==> src/rtl/jk_mod_counter.sv <==
// Loadable up/down modulo-N counter whose state bits are JK stages.
// The block derives per-bit J/K excitation each cycle and applies Q+ = J&~Q | ~K&Q.
module jk_mod_counter #(
  parameter int WIDTH   = 4,
  parameter int MODULUS = 10
) (
  input  logic             Clk,
  input  logic             rst,
  input  logic             en,
  input  logic             up,
  input  logic             load,
  input  logic [WIDTH-1:0] d,
  output logic [WIDTH-1:0] Q,
  output logic             tc,
  output logic             load_err,
  output logic [WIDTH-1:0] J,
  output logic [WIDTH-1:0] K
);

  generate
    if (MODULUS < 2 || MODULUS > (2 ** WIDTH)) begin : g_bad_modulus
      $error("jk_mod_counter: MODULUS must satisfy 2 <= MODULUS <= 2**WIDTH");
    end
  endgenerate

  // Comparing against the last legal value keeps every compare WIDTH bits,
  // even when MODULUS == 2**WIDTH is not itself representable.
  localparam logic [WIDTH-1:0] LAST = WIDTH'(MODULUS - 1);

  logic             d_ok;
  logic             at_last;
  logic             at_zero;
  logic             q_oor;
  logic [WIDTH-1:0] count_next;
  logic             err_next;

  always_comb begin
    d_ok    = (d <= LAST);
    at_last = (Q == LAST);
    at_zero = (Q == '0);
    q_oor   = (Q > LAST);

    if (q_oor) begin
      count_next = '0;
    end else if (up) begin
      count_next = at_last ? '0 : Q + WIDTH'(1);
    end else begin
      count_next = at_zero ? LAST : Q - WIDTH'(1);
    end

    tc = en & ~load & ~rst & ((up & at_last) | (~up & at_zero));
  end

  // Loads and resets use set/clear excitation; counting uses toggle excitation
  // so that only the bits that actually change see J=K=1.
  always_comb begin
    J        = '0;
    K        = '0;
    err_next = load_err;
    if (rst) begin
      J        = '0;
      K        = '1;
      err_next = 1'b0;
    end else if (load) begin
      if (d_ok) begin
        J        = d;
        K        = ~d;
        err_next = 1'b0;
      end else begin
        J        = '0;
        K        = '1;
        err_next = 1'b1;
      end
    end else if (en) begin
      J = Q ^ count_next;
      K = Q ^ count_next;
    end
  end

  // JK storage: reset reaches Q through the clear excitation above.
  always_ff @(posedge Clk) begin
    Q <= (J & ~Q) | (~K & Q);
    if (rst) begin
      load_err <= 1'b0;
    end else begin
      load_err <= err_next;
    end
  end

endmodule

==> config.mk <==
export PLATFORM = sky130hd
export DESIGN_NAME = jk_mod_counter
export DESIGN_NICKNAME = d
export VERILOG_FILES = /design/src/rtl/jk_mod_counter.sv
export SDC_FILE = /design/constraint.sdc
export NUM_CORES = 1
export LEC_CHECK = 0
export BUFFER_PORTS_ARGS = -buffer_cell sky130_fd_sc_hd__clkbuf_2
export CELL_PAD_IN_SITES_DETAIL_PLACEMENT = 1
export CELL_PAD_IN_SITES_GLOBAL_PLACEMENT = 1
export CORE_AREA = 2 2 48 50
export CTS_CLUSTER_DIAMETER = 200
export DETAILED_ROUTE_END_ITERATION = 10
export DIE_AREA = 0 0 50 52
export PLACE_DENSITY = 0.82
export SLEW_MARGIN = 40
export SYNTH_ARGS = -nofsm -noshare
export SYNTH_HDL_FRONTEND = slang
export SYNTH_SLANG_ARGS = --single-unit
==> constraint.sdc <==
create_clock -name Clk -period 1.7 [get_ports Clk]
set_input_delay 0.34 -clock Clk [delete_from_list [all_inputs] [get_ports Clk]]
set_output_delay 0.34 -clock Clk [all_outputs]
set_load 0.02 [all_outputs]
==> results of run 1 <==
registers in the layout (all words and copies together) (netlist names):
register	count
load_err	1
Q	4
power by group through the flow:
| stage | clock network [uW] | registers [uW] | logic [uW] |
|---|---|---|---|
| after global routing | 166 | 145 | 352 |
| after global placement | 0 | 142 | 237 |
| after CTS | 144 | 142 | 292 |
| after floorplan | 0 | 146 | 145 |
| after detailed placement | 0 | 143 | 247 |
| final | 159 | 143 | 329 |
area by class of cell:
| type | instances | area share |
|---|---|---|
| multi-input combinational | 79 | 0.526 |
| timing repair buffer | 48 | 0.319 |
| sequential | 5 | 0.0974 |
| tap | 28 | 0.0296 |
| clock buffer | 4 | 0.0222 |
| inverter | 2 | 0.00635 |
metrics by stage:
stage | cells | power, uW
after floorplan | 94 | 292
after detailed placement | 154 | 389
after global routing | 166 | 663
after global placement | 154 | 379
after CTS | 159 | 578
final | 166 | 631
cells in the mapped netlist:
| library cell | number | area [um2] |
|---|---|---|
| buf_2 | 5 | 25.0 |
| or3b_2 | 1 | 8.76 |
| a21oi_1 | 13 | 65.1 |
| a21boi_0 | 1 | 7.51 |
| o221ai_2 | 1 | 15.0 |
| clkbuf_1 | 1 | 3.75 |
| a2111oi_1 | 1 | 10.0 |
| o31ai_1 | 2 | 15.0 |
| nand2_1 | 11 | 41.3 |
| a311o_1 | 1 | 10.0 |
| o21a_1 | 1 | 7.51 |
| nand3b_1 | 2 | 15.0 |
| nor2_1 | 9 | 33.8 |
| nor4b_1 | 1 | 8.76 |
| o41a_1 | 1 | 11.3 |
| a31oi_1 | 1 | 6.26 |
| buf_4 | 2 | 15.0 |
| o21ai_0 | 5 | 25.0 |
| or3b_1 | 1 | 8.76 |
| nand2b_1 | 4 | 25.0 |
| nor3b_2 | 2 | 25.0 |
| o41ai_1 | 1 | 8.76 |
| dfxtp_1 | 5 | 100 |
| a41oi_1 | 1 | 8.76 |
| or3_1 | 1 | 6.26 |
| and2b_1 | 1 | 7.51 |
| xnor2_1 | 1 | 8.76 |
| a211oi_1 | 2 | 15.0 |
| o211ai_1 | 1 | 7.51 |
| nor3_1 | 1 | 5.00 |
| nand3_1 | 5 | 25.0 |
| or3_4 | 1 | 11.3 |
| a221oi_2 | 1 | 15.0 |
| inv_1 | 2 | 7.51 |
| xor2_1 | 1 | 8.76 |
| nor2b_1 | 3 | 18.8 |
| a2111oi_2 | 1 | 15.0 |
per-layer routing:
| layer | GRT usage | vias to the layer above | wire, um |
|---|---|---|---|
| met5 | 0 | - | 0 |
| met4 | 0.116 | 0 | 66 |
| met3 | 0.0460 | 6 | 127 |
| met2 | 0.419 | 30 | 1550 |
| met1 | 0.230 | 427 | 1120 |
| li1 | - | 436 | - |
critical path, delay by kind of cell, from the launching register on:
kind                   cells  cell delay (ps)
AO/OA/AOI/OAI              2              360
AND/OR/NAND/NOR            2              510
flip-flops                 1              360
buffers and inverters      1              120
kinds of logic after synthesis:
family,synth area share
and+or+nand+nor,0.369
AOI/OAI and AO/OA,0.372
buffers and inverters,0.0787
xor gates and xnor gates,0.0269
DFF,0.154
timing repair:
item,CTS,global route
hold buffers,0,0
buffers inserted,2,7
pin swaps,6,6
setup endpoints to repair,10,11
gates resized for setup,38,17
final timing paths:
kind	startpoint	endpoint	slack, ps	cells past startpoint
setup / recovery	Q[0]	J[2]	-260	5
hold / removal	d[0]	Q[0]	450	4
setup reg to reg	Q[1]	Q[1]	60	6
hold reg to reg	load_err	load_err	480	2
==> metrics.txt, run 1 <==
maximum buffer depth of the clock tree=2; CP cell instances=or3_4, o221ai_2, nand2_2, a21oi_4, buf_8; worst endpoint required time=about 1400 ps; period utilisation layout=1.15; Root Buffer=clkbuf_4; Pint=~370 uW; Die X=about 50 um; routability congestion estimate=approximately 0.8; Final ANT Viol Nets=0; layout cells sized above 1=0.565; critical path class=flip-flop to primary output; minimum clock period=around 2000 ps; WL final=~2900 um; Final Core Density=0.561; Logic pwr share=0.522; Sw Ratio=0.408; Layout Area Growth over Synthesis=81.4%; skew final=9.82 ps; failing checks=negative setup slack; via/cell ratio=5.42; Num CTS Buffers=3; Psw=258 uW; Port Buffers=22; distinct cell type count after synthesis=37; die height=about 52 um; Final #Nets=between 100 and 150; Synth Warn #=0; Iter 0 DRT Violations=3; global route total overflow=0; pre-CTS setup slack=-95.4 ps; Worst path slowest cell=or3_4; DRT Pass-1 Iters=4; routed len/inst=between 15 and 20 um; max-slew violation count=0; Setup TNS=-1170 ps; Seq cells post-synth=5; Clk pwr share=0.252; delay of the slowest critical-path stage=roughly 400 ps; pwr dens=534 nW/um2; Worst Path Max Fanout=7; commonest non-fill, non-tap cell in the layout=buf_4; number of clock sinks=5; Initial Util=0.310; Core Area=~2100 um2; max cap viols=0; largest net degree at the start of global routing=16; commonest cells after routing, fill and taps aside=26 x buf_4, 13 x clkbuf_2, 9 x a21oi_1, 8 x nor2_1, 8 x nand2_1; Residual DRC=0; global-route usage over all layers=0.223; DIE AREA=2600 um2; area of the multi-input gates=roughly 620 um2; row count=17; Via Count=between 800 and 900; Area after DPL=922 um2; initial antenna violation count=0; sequential standard cell area=115 um2; PnR worst setup slack=-259 ps; Detailed Place HPWL=about 1900 um; first-pass GRT wire length=4390 um; CTS H-tree lvls=1; Leak=approximately 0.00048 uW; CTS tree=built; Seq/Total Area, Yosys=0.154; setup violators final=8; actual slew at the worst max-slew pin=about 380 ps; sequential power share=0.226; IO Count=23; Peak supply drop=roughly 0.00044 V; crit path DAT=approximately 1600 ps; filler cell count=~250; nature of the critical path startpoint=flip-flop; syn_area_per_cell=~6.9 um2; Crit. End Element=primary output; unrepaired setup endpoints after global routing=yes; Syn Nets=slightly above 100; clk slew on worst S/H paths=approximately 50 ps; vias in the first global route=956; Worst slew margin=0.745; n_diodes=0; hold slack=451 ps; Max Clk Rate=between 0.5 and 0.6 GHz; Hold/Removal Path Class=input port to flip-flop; Syn Std Cell Area=~650 um2; final instance area=1180 um2; status=finished, violations left; post-synthesis cell count=94; clk_lat worst skew=between 200 and 300 ps; Hold Violations, Final=0
Power figures use the tool's default switching activity.
==> run 2: changes to the inputs <==
--- a/config.mk
+++ b/config.mk
@@ -8,10 +8,10 @@
 export BUFFER_PORTS_ARGS = -buffer_cell sky130_fd_sc_hd__clkbuf_2
 export CELL_PAD_IN_SITES_DETAIL_PLACEMENT = 1
 export CELL_PAD_IN_SITES_GLOBAL_PLACEMENT = 1
-export CORE_AREA = 2 2 48 50
+export CORE_AREA = 2 2 44 54
 export CTS_CLUSTER_DIAMETER = 200
 export DETAILED_ROUTE_END_ITERATION = 10
-export DIE_AREA = 0 0 50 52
+export DIE_AREA = 0 0 46 56
 export PLACE_DENSITY = 0.82
 export SLEW_MARGIN = 40
 export SYNTH_ARGS = -nofsm -noshare
==> metrics.txt, run 2 (same netlist as run 1, synthesis figures left out) <==
die height=56 um; clk slew on worst S/H paths=50 ps; first-pass GRT wire length=around 4400 um; Area after DPL=935 um2; routability congestion estimate=0.824; Num CTS Buffers=3; Max Clk Rate=0.527 GHz; final instance area=about 1100 um2; sequential power share=0.240; Leak=0.000447 uW; Die X=approximately 46 um; max cap viols=0; DIE AREA=~2600 um2; max-slew violation count=0; Layout Area Growth over Synthesis=65.8%; Root Buffer=clkbuf_4; actual slew at the worst max-slew pin=between 400 and 500 ps; maximum buffer depth of the clock tree=2; nature of the critical path startpoint=flip-flop; setup violators final=9; Psw=between 200 and 250 uW; dpl cells=about 150; Residual DRC=0; Sw Ratio=0.404; Pint=approximately 350 uW; Initial Util=0.322; worst endpoint required time=approximately 1400 ps; commonest cells after routing, fill and taps aside=25 x buf_4, 16 x clkbuf_2, 11 x a21oi_1, 10 x nand2_1, 7 x nor2_1; n_diodes=0; status=finished, violations left; R2R Setup Slk=~90 ps; global route total overflow=0; via/cell ratio=5.85; Core Area=2030 um2; WL final=2770 um; commonest non-fill, non-tap cell in the layout=buf_4; Hold/Removal Path Class=input port to flip-flop; failing checks=negative setup slack; biggest regs=Q: 4 flops, load_err: 1 flops; minimum clock period=about 1900 ps; largest reg by FF count=Q; Worst Path Max Fanout=7; period utilisation layout=1.12; Final ANT Viol Nets=0; unrepaired setup endpoints after global routing=yes; Logic pwr share=0.499; PnR worst setup slack=-196 ps; HP Start=rst; CTS tree=built; Final #Nets=approximately 150; routed len/inst=approximately 18 um; pwr dens=about 540 nW/um2; skew final=0.957 ps; Final Non-Filler Cells=156; Largest register FFs=4; Hold Violations, Final=0; Peak supply drop=roughly 0.00038 V; vias in the first global route=~910; layout cells sized above 1=0.515; initial antenna violation count=0; hold slack=439 ps; DRT Pass-1 Iters=4; row count=18; critical path class=flip-flop to primary output; worst flop-to-flop path startpoint=Q[1]; Iter 0 DRT Violations=19; R2R cell count=6; clk_lat worst skew=260 ps; Port Buffers=22; crit path DAT=1560 ps; filler cell count=between 200 and 300; number of clock sinks=5; CTS H-tree lvls=1; Crit. End Element=primary output; post-cts hold buffer count=0; largest net degree at the start of global routing=16; global-route usage over all layers=0.230; IO Count=23; Detailed Place HPWL=approximately 2000 um; worst hold endpoint=load_err; Via Count=slightly above 900; Clk pwr share=0.260; Worst R2R End=Q[1]; WHS Path Cells=3; Worst slew margin=0.704
-- run 2: per-layer routing --
layer	GRT usage	vias up	part of all wire
li1	-	431	-
met1	0.251	446	0.37
met4	0.0898	0	0.022
met3	0.0455	9	0.041
met5	0	-	0
met2	0.407	26	0.57
-- run 2: final cells by class --
cell class	count	area, um2	area share
multi-input cells	79	574	0.531
clock buffers	4	26.3	0.0243
inverters	2	7.51	0.00694
well taps	20	25.0	0.0231
flip-flops and latches	5	115	0.106
repair buffers	46	333	0.308
-- run 2: what timing repair did --
item                                    in CTS  in global routing
endpoints found under the setup margin       9                  9
resized for setup                           26                  8
setup buffers                                1                  3
pin swaps                                    6                  6
-- run 2: worst max path at each step --
stage	from	to	slack, ps
after floorplan	Q[3]	tc	-60
after global placement	up	J[2]	-40
after detailed placement	up	tc	-70
after CTS	Q[0]	J[2]	-210
after global routing	Q[0]	J[2]	-270
final	Q[0]	J[2]	-200
-- run 2: worst max-delay path, cell delays in order (launching register included) --
cell	delay, ps
dfxtp_4	370
or3_4	400
o221ai_2	180
nand2_2	100
a21oi_4	140
buf_8	120
-- run 2: power groups by stage --
stage / combinational, uW / clock [uW] / sequential [uW]
finish: 294 / 153 / 141
global route: 314 / 166 / 143
CTS: 277 / 149 / 142
detailed placement: 253 / 0 / 144
global placement: 240 / 0 / 143
floorplan: 145 / 0 / 146
-- run 2: stage by stage --
stage,setup TNS (ps),worst slack [ps],utilization,power [uW]
3_5_place_dp,-154,-66.1,0.461,397
5_1_grt,-1860,-266,0.533,623
2_1_floorplan,-56.8,-56.8,-,292
6_report,-1230,-196,0.533,588
3_3_place_gp,-92.1,-35.8,0.461,383
4_1_cts,-1170,-208,0.514,568
==> run 3: changes to the inputs <==
--- a/config.mk
+++ b/config.mk
@@ -8,11 +8,11 @@
 export BUFFER_PORTS_ARGS = -buffer_cell sky130_fd_sc_hd__clkbuf_2
 export CELL_PAD_IN_SITES_DETAIL_PLACEMENT = 1
 export CELL_PAD_IN_SITES_GLOBAL_PLACEMENT = 1
-export CORE_AREA = 2 2 44 54
+export CORE_AREA = 2 2 47 57
 export CTS_CLUSTER_DIAMETER = 200
 export DETAILED_ROUTE_END_ITERATION = 10
-export DIE_AREA = 0 0 46 56
-export PLACE_DENSITY = 0.82
+export DIE_AREA = 0 0 49 59
+export PLACE_DENSITY = 0.75
 export SLEW_MARGIN = 40
 export SYNTH_ARGS = -nofsm -noshare
 export SYNTH_HDL_FRONTEND = slang
==> metrics.txt, run 3 (same netlist as run 1, synthesis figures left out) <==
status=finished, violations left; failing checks=negative setup slack; worst flop-to-flop path startpoint=Q[1]; minimum clock period=1880 ps; global-route usage over all layers=0.173; max cap viols=0; dpl cells=160; row count=19; Layout Area Growth over Synthesis=73.5%; Final ANT Viol Nets=0; layout cells sized above 1=0.529; DRT Pass-1 Iters=4; max-slew violation count=0; Largest register FFs=4; biggest regs=Q: 4 flops, load_err: 1 flops; Worst slew margin=0.794; Final #Nets=about 150; Leak=0.000454 uW; WL final=between 2000 and 2500 um; crit path DAT=about 1500 ps; Critical Path Start=Q[0]; Root Buffer=clkbuf_4; Hold Violations, Final=0; worst endpoint required time=around 1400 ps; Max Clk Rate=0.531 GHz; Final Core Density=0.491; Iter 0 DRT Violations=6; Hold/Removal Path Class=input port to flip-flop; global route total overflow=0; critical path class=flip-flop to primary output; CTS H-tree lvls=1; skew final=2.80 ps; post-cts hold buffer count=0; Final Non-Filler Cells=about 170; period utilisation layout=1.11; clk_lat worst skew=250 ps; Residual DRC=0; Num CTS Buffers=3; commonest non-fill, non-tap cell in the layout=buf_4; die height=between 50 and 60 um; via/cell ratio=around 5.2; Peak supply drop=0.000349 V; Port Buffers=22; nature of the critical path startpoint=flip-flop; IO Count=23; maximum buffer depth of the clock tree=2; setup violators final=9; Die X=49 um; Core Area=2310 um2; Worst Path Max Fanout=6; commonest cells after routing, fill and taps aside=24 x buf_4, 13 x clkbuf_2, 10 x nand2_1, 10 x a21oi_1, 8 x nor2_1; routability congestion estimate=0.760; largest reg by FF count=Q; number of clock sinks=5; n_diodes=0; unrepaired setup endpoints after global routing=yes; largest net degree at the start of global routing=16; PnR worst setup slack=-183 ps; DIE AREA=2890 um2; CTS tree=built; Via Count=between 800 and 900; vias in the first global route=slightly above 900; clk slew on worst S/H paths=about 50 ps; routed len/inst=around 15 um; HP Start=rst; pwr dens=~520 nW/um2; actual slew at the worst max-slew pin=approximately 310 ps; initial antenna violation count=0; first-pass GRT wire length=3920 um; Crit. End Element=primary output; Detailed Place HPWL=1760 um; Initial Util=0.283
run 3: final timing paths:
| check | endpoint | slack [ps] | cells after the start |
|---|---|---|---|
| worst min register to register | load_err | 480 | 2 |
| worst min-delay path | load_err | 450 | 3 |
| worst max register to register | Q[1] | 180 | 5 |
| worst max-delay path | J[2] | -180 | 5 |
run 3: cell type report:
type / count / area [um2]
Fill cell: 298 / 1170
Multi-Input combinational cell: 79 / 589
Timing Repair Buffer: 46 / 354
Sequential cell: 5 / 115
Tap cell: 31 / 38.8
Clock buffer: 4 / 26.3
Inverter: 2 / 7.51
run 3: where the power goes:
part           internal [uW]  switching [uW]  leakage (uW)
Combinational            144             154      0.000395
Clock                   89.4            59.0     0.0000150
Sequential               125            16.9     0.0000438
run 3: stage by stage:
| step | setup WS, ps | hold WS, ps | power (uW) | instance area, um2 | TNS [ps] |
|---|---|---|---|---|---|
| detailed placement | -73.5 | 474 | 390 | 948 | -157 |
| global placement | -54.6 | 462 | 383 | 948 | -110 |
| floorplan | -56.8 | 486 | 292 | 688 | -56.8 |
| global route | -242 | 475 | 620 | 1130 | -1680 |
| finish | -183 | 446 | 588 | 1130 | -1060 |
| CTS | -216 | 441 | 575 | 1090 | -1000 |
run 3: timing repair:
| item | CTS | global route |
|---|---|---|
| endpoints found under the setup margin | 9 | 9 |
| pin swaps | 5 | 3 |
| setup buffers | 1 | 2 |
| resized for setup | 31 | 11 |
run 3: critical path, cell delays in order (launching register included):
cell	delay, ps
dfxtp_4	360
or3_4	390
o221ai_2	180
nand2_2	100
a21oi_4	140
buf_8	120
run 3: metal layers:
metal / up-vias / wire [um] / track usage
li1: 433 / - / -
met1: 420 / 984 / 0.176
met2: 15 / 1370 / 0.364
met3: 2 / 50 / 0.00758
met4: 0 / 23 / 0.0735
met5: - / 0 / 0
